--- src/rtl/axi_llc_sram_port.sv ---
// Request/response adapter in front of an LLC SRAM macro wrapper.
// Converts a valid/ready request channel into the macro req/gnt/we interface,
// tracks reads across the fixed macro latency and buffers read data in a small
// response FIFO. Reads are only issued while a FIFO slot is guaranteed, so the
// consumer may stall indefinitely without losing data.
//
// Ports:
//   clk_i, rst_ni              clock, asynchronous active-low reset
//   req_valid_i / req_ready_o  request handshake (ready is combinational)
//   req_we_i, req_addr_i, req_wdata_i, req_be_i   request payload
//   rsp_valid_o / rsp_ready_i  read response handshake (registered output)
//   rsp_rdata_o                read data
//   sram_req_o, sram_we_o, sram_addr_o, sram_wdata_o, sram_be_o  macro request
//   sram_gnt_i                 macro grant
//   sram_rdata_i               macro read data, Latency cycles after the read
module axi_llc_sram_port #(
  parameter int unsigned NumWords  = 1024,
  parameter int unsigned DataWidth = 128,
  parameter int unsigned ByteWidth = 8,
  parameter int unsigned Latency   = 1,
  parameter int unsigned RspDepth  = 2,
  // Derived; do not override.
  parameter int unsigned AddrWidth = (NumWords > 1) ? $clog2(NumWords) : 1,
  parameter int unsigned BeWidth   = (DataWidth + ByteWidth - 1) / ByteWidth
) (
  input  logic                 clk_i,
  input  logic                 rst_ni,
  input  logic                 req_valid_i,
  output logic                 req_ready_o,
  input  logic                 req_we_i,
  input  logic [AddrWidth-1:0] req_addr_i,
  input  logic [DataWidth-1:0] req_wdata_i,
  input  logic [BeWidth-1:0]   req_be_i,
  output logic                 rsp_valid_o,
  input  logic                 rsp_ready_i,
  output logic [DataWidth-1:0] rsp_rdata_o,
  output logic                 sram_req_o,
  output logic                 sram_we_o,
  output logic [AddrWidth-1:0] sram_addr_o,
  output logic [DataWidth-1:0] sram_wdata_o,
  output logic [BeWidth-1:0]   sram_be_o,
  input  logic                 sram_gnt_i,
  input  logic [DataWidth-1:0] sram_rdata_i
);

  localparam int unsigned CntWidth = $clog2(RspDepth + 1);
  localparam int unsigned PtrWidth = (RspDepth > 1) ? $clog2(RspDepth) : 1;

  logic [Latency-1:0]   inflight_q;
  logic [CntWidth-1:0]  inflight_cnt_q, inflight_cnt_d;
  logic [CntWidth-1:0]  fifo_cnt_q, fifo_cnt_d, cnt_after_pop;
  logic [PtrWidth-1:0]  wr_ptr_q, wr_ptr_d, rd_ptr_q, rd_ptr_d;
  logic [DataWidth-1:0] mem_q [RspDepth];
  logic                 rsp_valid_q, rsp_valid_d;
  logic [DataWidth-1:0] rsp_rdata_q, rsp_rdata_d;
  logic [CntWidth:0]    outstanding;
  logic                 credit_ok, read_issue, push, pop;

  function automatic logic [PtrWidth-1:0] inc_ptr(input logic [PtrWidth-1:0] p);
    return (p == PtrWidth'(RspDepth - 1)) ? '0 : p + PtrWidth'(1);
  endfunction

  // Credit: every outstanding read owns one FIFO slot; pops return credit a cycle late.
  assign outstanding = (CntWidth+1)'(inflight_cnt_q) + (CntWidth+1)'(fifo_cnt_q);
  assign credit_ok   = req_we_i | (outstanding < (CntWidth+1)'(RspDepth));

  // Request path straight through to the macro.
  assign sram_req_o   = req_valid_i & credit_ok;
  assign req_ready_o  = sram_gnt_i & credit_ok;
  assign sram_we_o    = req_we_i;
  assign sram_addr_o  = req_addr_i;
  assign sram_wdata_o = req_wdata_i;
  assign sram_be_o    = req_be_i;

  assign read_issue = req_valid_i & req_ready_o & ~req_we_i;
  assign push       = inflight_q[Latency-1];
  assign pop        = rsp_valid_q & rsp_ready_i;

  assign rsp_valid_o = rsp_valid_q;
  assign rsp_rdata_o = rsp_rdata_q;

  // Next-state for counters, pointers and the registered FIFO head.
  always_comb begin
    cnt_after_pop  = fifo_cnt_q - CntWidth'(pop);
    fifo_cnt_d     = cnt_after_pop + CntWidth'(push);
    inflight_cnt_d = inflight_cnt_q + CntWidth'(read_issue) - CntWidth'(push);
    rd_ptr_d       = pop  ? inc_ptr(rd_ptr_q) : rd_ptr_q;
    wr_ptr_d       = push ? inc_ptr(wr_ptr_q) : wr_ptr_q;
    rsp_valid_d    = (fifo_cnt_d != '0);
    rsp_rdata_d    = rsp_rdata_q;
    // New head is either already stored, or is the word arriving this edge.
    if (cnt_after_pop != '0) begin
      rsp_rdata_d = mem_q[rd_ptr_d];
    end else if (push) begin
      rsp_rdata_d = sram_rdata_i;
    end
  end

  // Control state.
  always_ff @(posedge clk_i or negedge rst_ni) begin
    if (!rst_ni) begin
      inflight_q     <= '0;
      inflight_cnt_q <= '0;
      fifo_cnt_q     <= '0;
      wr_ptr_q       <= '0;
      rd_ptr_q       <= '0;
      rsp_valid_q    <= 1'b0;
      rsp_rdata_q    <= '0;
    end else begin
      inflight_q[0] <= read_issue;
      for (int unsigned i = 1; i < Latency; i++) begin
        inflight_q[i] <= inflight_q[i-1];
      end
      inflight_cnt_q <= inflight_cnt_d;
      fifo_cnt_q     <= fifo_cnt_d;
      wr_ptr_q       <= wr_ptr_d;
      rd_ptr_q       <= rd_ptr_d;
      rsp_valid_q    <= rsp_valid_d;
      rsp_rdata_q    <= rsp_rdata_d;
    end
  end

  // FIFO storage; contents are don't-care until the count covers them.
  always_ff @(posedge clk_i) begin
    if (push) begin
      mem_q[wr_ptr_q] <= sram_rdata_i;
    end
  end

endmodule

--- config.mk ---
export PLATFORM = sky130hd
export DESIGN_NAME = axi_llc_sram_port
export DESIGN_NICKNAME = d
export VERILOG_FILES = /design/src/rtl/axi_llc_sram_port.sv
export SDC_FILE = /design/constraint.sdc
export NUM_CORES = 1
export LEC_CHECK = 0
export ABC_AREA = 1
export BUFFER_PORTS_ARGS = -buffer_cell sky130_fd_sc_hd__buf_2
export CORE_AREA = 10 10 217 219
export CTS_BUF_LIST = sky130_fd_sc_hd__clkbuf_4
export DETAILED_ROUTE_END_ITERATION = 10
export DIE_AREA = 0 0 227 229
export GPL_ROUTABILITY_DRIVEN = 0
export GPL_TIMING_DRIVEN = 0
export PLACE_DENSITY = 0.77
export SKIP_LAST_GASP = 1
export SLEW_MARGIN = 0
export SYNTH_ARGS = -nofsm -noshare
export SYNTH_HDL_FRONTEND = slang
export SYNTH_SLANG_ARGS = --single-unit
--- constraint.sdc ---
create_clock -name clk_i -period 9.15 [get_ports clk_i]
set_input_delay 0.915 -clock clk_i [delete_from_list [all_inputs] [get_ports clk_i]]
set_output_delay 0.915 -clock clk_i [all_outputs]
set_load 0.05 [all_outputs]
After elaboration in Yosys (flattened, before gate mapping)
Memories as Yosys holds them, arrays and structs flattened.
Index checks and enable logic that the tools add are counted.

storage, ports and cells
  register bits = 136
  RAM bits = 256
  output and inout port bits = 286
  memories kept = 1

cells by class
  add/sub/neg operators = 7
  order comparisons = 1
  mux-type cells = 7
  bitwise operators = 7
  reduce and logical (&&, ||, !) cells = 3

memory list
  name   words  width  rd ports  clocked after memory_dff  write ports  line  RTL
  mem_q  2      128    1         0                         1            53    logic [DataWidth-1:0] mem_q [RspDepth];

operator list
  cell                                                        number
  2-to-1 mux 128 bit                                          2
  nonzero test 2 bit                                          3
  bitwise AND 1 bit                                           5
  2-to-1 mux 1 bit                                            5
  adder 2 x 1 -> 2 bit                                        2
  subtractor 2 x 1 -> 2 bit                                   2
  adder 2 x 2 -> 3 bit                                        1
  less-than comparator 3 x 2 -> 1 bit, second input constant  1
  adder 1 bit, second input constant                          2
  inverter 1 bit                                              1
  OR 1 bit                                                    1

Logic depth before layout (Yosys ltp)
Gate-level depths: netlist of the first run.

  depth after elaboration = 8
  depth in mapped cells = 12

Worst setup path after synthesis of the first run
No wires, ideal clock.

  path type = reg2reg
  start = register inflight_q
  end = memory mem_q[0][0], enable pin
  data arrival time = 6.071 ns
  slack = 2.462 ns
  stages on the path, launching flop included = 4
  period minus slack after synthesis = 6.688 ns
  cell sequence = dfrtp_1 > inv_1 > clkbuf_1 > nor2_1

on the way
  word-level cells in the longest chain between the ends = 2

ends and longest elaborated chain
  element                                 line  RTL
  start: declaration                      49    logic [Latency-1:0] inflight_q;
  start signal: indexed assignment        112   inflight_q[i] <= inflight_q[i-1];
  2-to-1 mux 1 bit                        125   if (push) begin
  2-to-1 mux 1 bit (not written as such)  126   mem_q[wr_ptr_q] <= sram_rdata_i;
  end: declaration                        53

Every way passes these cells.

Worst setup path in the final report of the first run
  start = register inflight_cnt_q[1]
  end = output port sram_req_o

on the way
  word-level cells in the longest chain between the ends = 4

ends and longest elaborated chain
  element                              line  RTL
  start: declaration                   50    logic [CntWidth-1:0] inflight_cnt_q, inflight_cnt_d;
  start signal: assignment             114   inflight_cnt_q <= inflight_cnt_d;
  adder 2 x 2 -> 3 bit                 64    assign outstanding = (CntWidth+1)'(inflight_cnt_q) + (CntWidth+1)'(fifo_cnt_q);
  less-than comparator 3 x 2 -> 1 bit  65    assign credit_ok = req_we_i | (outstanding < (CntWidth+1)'(RspDepth));
  OR 1 bit                             65
  bitwise AND 1 bit                    68    assign sram_req_o = req_valid_i & credit_ok;
  end: declaration                     37    output logic sram_req_o,

Every way passes these cells.

==> results.toml, run 1 <==
[sta]
fin_crit_ps = 3251
drv_slew = 0
fin_crit_sh_pct = 35.53
worstMarginPinSlew_ps = 1074
relSlewSlack_pct = 28.39
skew_ps = 45.53
final_hold_viol_count = 0
grt_setup_unrepaired = "false"
fmax_mhz = 307.6
setup_ws_ps = 5899
setup_viol = 0

[power]
vdd_ir_drop_max_uv = 277.0
p_leak_nw = 10.68
p_per_area_nw_per_um2 = 379.6
total_power_mw = 8.467

[clock_tree]
clock_path_buffers = 3
cts_made_buffers = 104
cts_sinks = 392
htreeDepth = 3
post_cts_resized = 0
clockRootBuffer = "clkbuf_4"
clkTransAtPathRegs_ps = 70
clkLatencyLatePin_ps = 840
cts_tree = "yes"

[drt]
wl_per_cell_um = 23.68
drc = 0
viasPerCell = 5.108
drtIter0Drc = 1324
vias = 14850
final_antenna_net_count = 0
dr.pass1.iters = 5
routed_wl_um = 68850

[yosys]
ys_ff_latch = 392
ys_warn_count = 0
syn-num-nets = 2019
syn_inst = 1726
synthAdderAreaFrac_pct = 0.3925
yosysUniqueCellTypes = 23
async_flop_share_pct = 34.69
ys_seq_area_share_pct = 62.13
synth.area.top_cells = "edfxtp_1 (43%), dfrtp_1 (19%), nand2_1 (11%)"
synth_xor_area_share_pct = 0.1472
yosysTopAreaCellShare_pct = 43.06
synth-compound-area-share_pct = 5.425
yosysMostFrequentCell = "nand2_1"
synthFlopType = "edfxtp_1"
synth_mux_area_share_pct = 0
synth_edf_count = 256
synth_area_leader_cell = "edfxtp_1"
avgSynthCellArea_um2 = 10.34
synth_top_family_by_area = "simple AND/OR/NAND/NOR gates"
synth-simple-area-share_pct = 18.48
netlist_area_um2 = 17850
ys_top_cells_by_count = "nand2_1 (524), nand3_1 (258), edfxtp_1 (256)"

[placement]
numPortBuffers = 419
preCtsSetupSlack_ps = 5923
post_dp_cell_area_um2 = 20790
dp_hpwl_um = 51780

[worst_setup_path]
path_depth = 5
crit_path_start_kind = "flop"
arrival_ps = 2340
crit_buf_inv = 2
critical_path_class = "flop to primary output"
cp_max_fo = 2
cp_slowest_cell = "fa_1"
cp_top_family = "adder cells"
crit_path_cell_trace = "inv_1 -> fa_1 -> nand2_1 -> a21boi_0 -> buf_2"
r2r_setup_slack_ps = 6640
setup.worst_path.end_class = "primary output"
r2r_cells = 8
r2r_start = "rsp_valid_o"
r2r_end = "rsp_rdata_o[45]"
cp.required_ps = 8240
critPathLaunch = "inflight_cnt_q[1]"
critical_path.max_stage_delay_ps = 530
critPathCapture = "sram_req_o"

[cells_and_area]
drive_gt1_share_pct = 37.05
syn2layout_area_growth_pct = 24.96
stdcell_area_um2 = 22310
final_nets = 2551

[worst_hold_path]
hold_path_class = "input pin to flop"
hold_path_depth = 1

[global_routing]
grt_pass1_vias = 14700
grt_max_degree = 90
grt_pass1_wl_um = 97410
overflow = 0
grt_usage_pct = 25.47
antenna_found_initial = 26

[floorplan]
dieArea_um2 = 51980
io_pins = 574
core.rowCount = 76
dieHeight_um = 229
start_util_pct = 41.81
design.core.area_um2 = 42700
die_x_um = 227

[job]
cap_violations = 0

[status]
status = "finished, final reports clean"
## timing repair
| action | in CTS | in global routing |
|---|---|---|
| hold buffers | 1 | 0 |
| hold endpoints to repair | 2 | 0 |
| setup buffers | 0 | 0 |
## metal layers
layer,vias up,share of wire (%),global-route usage [%]
met5,-,0.15,0
met4,16,4.8,13.66
met3,145,10,8.486
met2,771,48,41.21
met1,7132,37,29.38
li1,6790,-,-
## stage by stage
stage / cells / hold WS [ps] / util [%] / TNS [ps]
final: 2908 / 271.6 / 52.25 / 0
after global placement: 2691 / 459.6 / 48.32 / -129210
after floorplan: 1726 / 461.1 / - / 0
after detailed placement: 2697 / 459.8 / 48.68 / 0
after CTS: 2894 / 176.0 / 52.17 / 0
after global routing: 2903 / 203.8 / 52.22 / 0
## sequential cells by signal (all words and copies together) (netlist names)
name / count
mem_q: 256
fifo_cnt_q: 2
rsp_valid_o: 1
rsp_rdata_o: 128
wr_ptr_q: 1
rd_ptr_q: 1
inflight_cnt_q: 2
inflight_q: 1
## worst reg2reg max path, cell delays in order, from the launching register on
cell	delay [ps]
dfrtp_1	390
nand2_1	90
inv_1	50
ha_1	340
clkbuf_1	820
buf_2	390
o211ai_1	130
nand2_1	130
nand2_1	70
## worst min path at each step
stage,from,end,slack [ps]
detailed placement,rsp_rdata_o[43],rsp_rdata_o[43],460
global placement,rsp_rdata_o[73],rsp_rdata_o[73],460
global route,sram_rdata_i[86],mem_q[0][86],200
finish,sram_rdata_i[121],mem_q[1][121],270
floorplan,wr_ptr_q,wr_ptr_q,460
CTS,sram_rdata_i[48],mem_q[0][48],180
## layout by cell type, fill, tap and decap left out, types with 2 or more instances in the layout
cell type	count
clkbuf_1	6
clkinv_2	6
xor2_1	2
clkinv_1	19
clkinv_4	2
nand3_1	258
clkbuf_4	166
bufinv_16	4
buf_2	486
nand2_2	2
buf_6	13
nor2_4	2
nand2_1	524
clkinvlp_4	2
ha_1	4
buf_4	177
buf_12	4
edfxtp_1	256
dfrtp_1	136
inv_1	140
diode_2	14
buf_16	2
o211ai_1	128
## power by group
group | switching, mW | internal (mW) | total [mW]
logic | 3.15 | 1.11 | 4.25
registers | 0.203 | 2.32 | 2.52
clock network | 0.769 | 0.926 | 1.69
total | 4.12 | 4.35 | 8.47
## cell type report
| type | count | area [µm²] |
|---|---|---|
| diodes | 14 | 35.03 |
| repair buffers | 426 | 2248 |
| plain buffers | 267 | 1864 |
| inverters | 142 | 538.0 |
| fillers | 3844 | 20390 |
| multi-input cells | 925 | 4372 |
| flip-flops and latches | 392 | 11090 |
| well taps | 546 | 683.2 |
| clock buffers | 163 | 1224 |
| clock inverters | 33 | 254.0 |
## kinds of logic after synthesis
group | Yosys count
and+or+nand+nor | 788
buffers and inverters | 409
DFF | 392
AOI/OAI and AO/OA | 129
adders and majority gates | 5
xor gates and xnor gates | 3
Note: power is estimated with default switching activity, not from simulation.
==> run 2: changes to the inputs <==
--- a/config.mk
+++ b/config.mk
@@ -5,15 +5,15 @@
 export SDC_FILE = /design/constraint.sdc
 export NUM_CORES = 1
 export LEC_CHECK = 0
-export ABC_AREA = 1
+export ABC_AREA = 0
 export BUFFER_PORTS_ARGS = -buffer_cell sky130_fd_sc_hd__buf_2
-export CORE_AREA = 10 10 217 219
+export CORE_AREA = 10 10 212 214
 export CTS_BUF_LIST = sky130_fd_sc_hd__clkbuf_4
 export DETAILED_ROUTE_END_ITERATION = 10
-export DIE_AREA = 0 0 227 229
+export DIE_AREA = 0 0 222 224
 export GPL_ROUTABILITY_DRIVEN = 0
 export GPL_TIMING_DRIVEN = 0
-export PLACE_DENSITY = 0.77
+export PLACE_DENSITY = 0.78
 export SKIP_LAST_GASP = 1
 export SLEW_MARGIN = 0
 export SYNTH_ARGS = -nofsm -noshare
==> constraint.sdc (replaced) <==
create_clock -name clk_i -period 3.3 [get_ports clk_i]
set_input_delay 0.33 -clock clk_i [delete_from_list [all_inputs] [get_ports clk_i]]
set_output_delay 0.33 -clock clk_i [all_outputs]
set_load 0.05 [all_outputs]
==> results.toml, run 2 <==
[status]
status = "finished, final reports clean"

[yosys]
ys_warn_count = 0
yosysMostFrequentCell = "edfxtp_1"
ys_top_cells_by_count = "edfxtp_1 (256), buf_4 (160), dfrtp_1 (136)"
synth_area_leader_cell = "edfxtp_1"
yosysTopAreaCellShare_pct = 44.91
synthFlopType = "edfxtp_1"
synth.area.top_cells = "edfxtp_1 (45%), dfrtp_1 (20%), mux2i_1 (7.5%)"
netlist_area_um2 = 17120
ys_seq_area_share_pct = 64.79
syn_inst = 1203
syn-num-nets = 1496
yosysUniqueCellTypes = 31
ys_ff_latch = 392
synth_edf_count = 256
async_flop_share_pct = 34.69
avgSynthCellArea_um2 = 14.23

[cells_and_area]
largest_register = "mem_q"
stdcell_area_um2 = 22700
final_common_cell = "buf_2"
mostFrequentLayoutCells = "buf_2 (492), edfxtp_1 (256), buf_4 (160)"
syn2layout_area_growth_pct = 32.60
finalNonFillerCells = 2487
largest_reg_flops = 256
drive_gt1_share_pct = 43.85
final_nets = 2152

[clock_tree]
cts_tree = "yes"
clock_path_buffers = 3
post_cts_resized = 0
cts_setup_buffers = 0
cts_made_buffers = 97
clockRootBuffer = "clkbuf_4"
clkTransAtPathRegs_ps = 70
cts_sinks = 392
clkLatencyLatePin_ps = 870
htreeDepth = 3

[drt]
vias = 14470
final_antenna_net_count = 0
viasPerCell = 5.819
wl_per_cell_um = 28.21
drtIter0Drc = 1576
routed_wl_um = 70160
dr.pass1.iters = 8
drc = 0

[global_routing]
antenna_found_initial = 13
use_met1_pct = 32.09
grtUsageMet2_pct = 43.72
overflow = 0
top_usage_layer = "met2"
grt_pass1_wl_um = 101600
use_met3_pct = 9.480
grt_usage_pct = 26.80
grt_pass1_vias = 15150
grt_max_degree = 72

[sta]
fin_tns_setup_ps = 0
grt_setup_unrepaired = "false"
worstMarginPinSlew_ps = 909.4
skew_ps = 66.84
relSlewSlack_pct = 39.25
hold-worst-slack_ps = 37.50
fin_crit_sh_pct = 91.49
fmax_mhz = 331.2
setup_viol = 0
final_hold_viol_count = 0
drv_slew = 0
fin_crit_ps = 3019

[power]
vdd_ir_drop_max_uv = 784.2
p_leak_nw = 9.180
p_per_area_nw_per_um2 = 1012

[worst_setup_path]
setup.worst_path.end_class = "flop"
r2r_end = "mem_q[0][101]"
cp_max_fo = 30
crit_path_start_kind = "flop"
r2r_setup_slack_ps = 280
critical_path_class = "flop to flop"
r2r_start = "inflight_q"
cp.required_ps = 3810
arrival_ps = 3530
r2r_cells = 6

[floorplan]
core.rowCount = 74
die_x_um = 222
io_pins = 574
dieHeight_um = 224
start_util_pct = 42.21
dieArea_um2 = 49730
design.core.area_um2 = 40550

[placement]
post_dp_cell_area_um2 = 20070
dp.cells = 2161
dp_hpwl_um = 49110
numPortBuffers = 419

[worst_hold_path]
hold_path_class = "input pin to async pin"

[job]
cap_violations = 0
## run 2: cell count changes in the layout (fill, tap and decap cells not counted), sizes merged, moves of 130 or more
| cell | delta |
|---|---|
| nand3 | -258 |
| dlygate4sd3 | +130 |
| inv | -133 |
| nand2 | -524 |
## run 2: worst max path at each step
stage	start	slack (ps)	endpoint
6_report	inflight_q	280	mem_q[0][101]
5_1_grt	inflight_q	200	mem_q[0][92]
4_1_cts	inflight_q	320	mem_q[0][92]
3_5_place_dp	inflight_q	350	mem_q[0][109]
3_3_place_gp	inflight_q	-1520	mem_q[0][124]
2_1_floorplan	inflight_q	20	mem_q[0][0]
## run 2: final cells by class
type                    instances  area (µm²)
diodes                         12       30.03
plain buffers                 268        1770
clock buffers                 150        1126
clock inverters                33       165.2
fillers                      3223       17850
inverters                       5       18.77
multi-input cells             538        4249
flip-flops and latches        392       11090
well taps                     532       665.6
repair buffers                557        3585
## run 2: kinds of logic (layout without fill, tap and decap cells)
| kind of cell | Yosys count | count (layout) | share of synthesized area [%] |
|---|---|---|---|
| and+or+nand+nor | 13 | 13 | 0.5117 |
| DFF | 392 | 392 | 64.79 |
| xor gates and xnor gates | 5 | 5 | 0.2997 |
| other | 0 | 12 | 0 |
| AOI/OAI and AO/OA | 387 | 387 | 16.06 |
| muxes | 128 | 128 | 7.484 |
| adders and majority gates | 5 | 5 | 0.4093 |
| buffers and inverters | 273 | 1013 | 10.45 |
## run 2: worst max-delay path, stage by stage, from the launching register on
cell and delay [ps]:
dfrtp_1 390, buf_2 190, buf_4 290, buf_2 360, nor2b_4 820, buf_12 310
buf_12 240
## run 2: routing by layer
layer  vias up  wire [µm]  share of wire (%)
met4         4       2434                3.5
met5         -         28              0.040
met3       154       7461                 11
li1       5975          -                  -
met1      7285      26250                 37
met2      1053      33980                 48
## run 2: timing repair
| action | 4_1_cts | 5_1_grt |
|---|---|---|
| setup endpoints to repair | 0 | 0 |
| hold buffers | 131 | 0 |
| hold endpoints to repair | 457 | 0 |
## run 2: through the flow
step | power [mW] | utilization (%) | setup WS [ps]
global placement | 18.08 | 49.05 | -1521
finish | 22.97 | 55.98 | 280.8
CTS | 22.73 | 55.90 | 317.3
detailed placement | 18.34 | 49.48 | 354.5
global route | 23.97 | 55.97 | 204.7
floorplan | 14.95 | - | 21.63
## run 2: power breakdown
group / total [mW] / internal, mW / switching [mW]
clock network: 4.27 / 2.16 / 2.11
logic: 11.6 / 3.29 / 8.29
registers: 7.12 / 6.43 / 0.682
total: 23.0 / 11.9 / 11.1
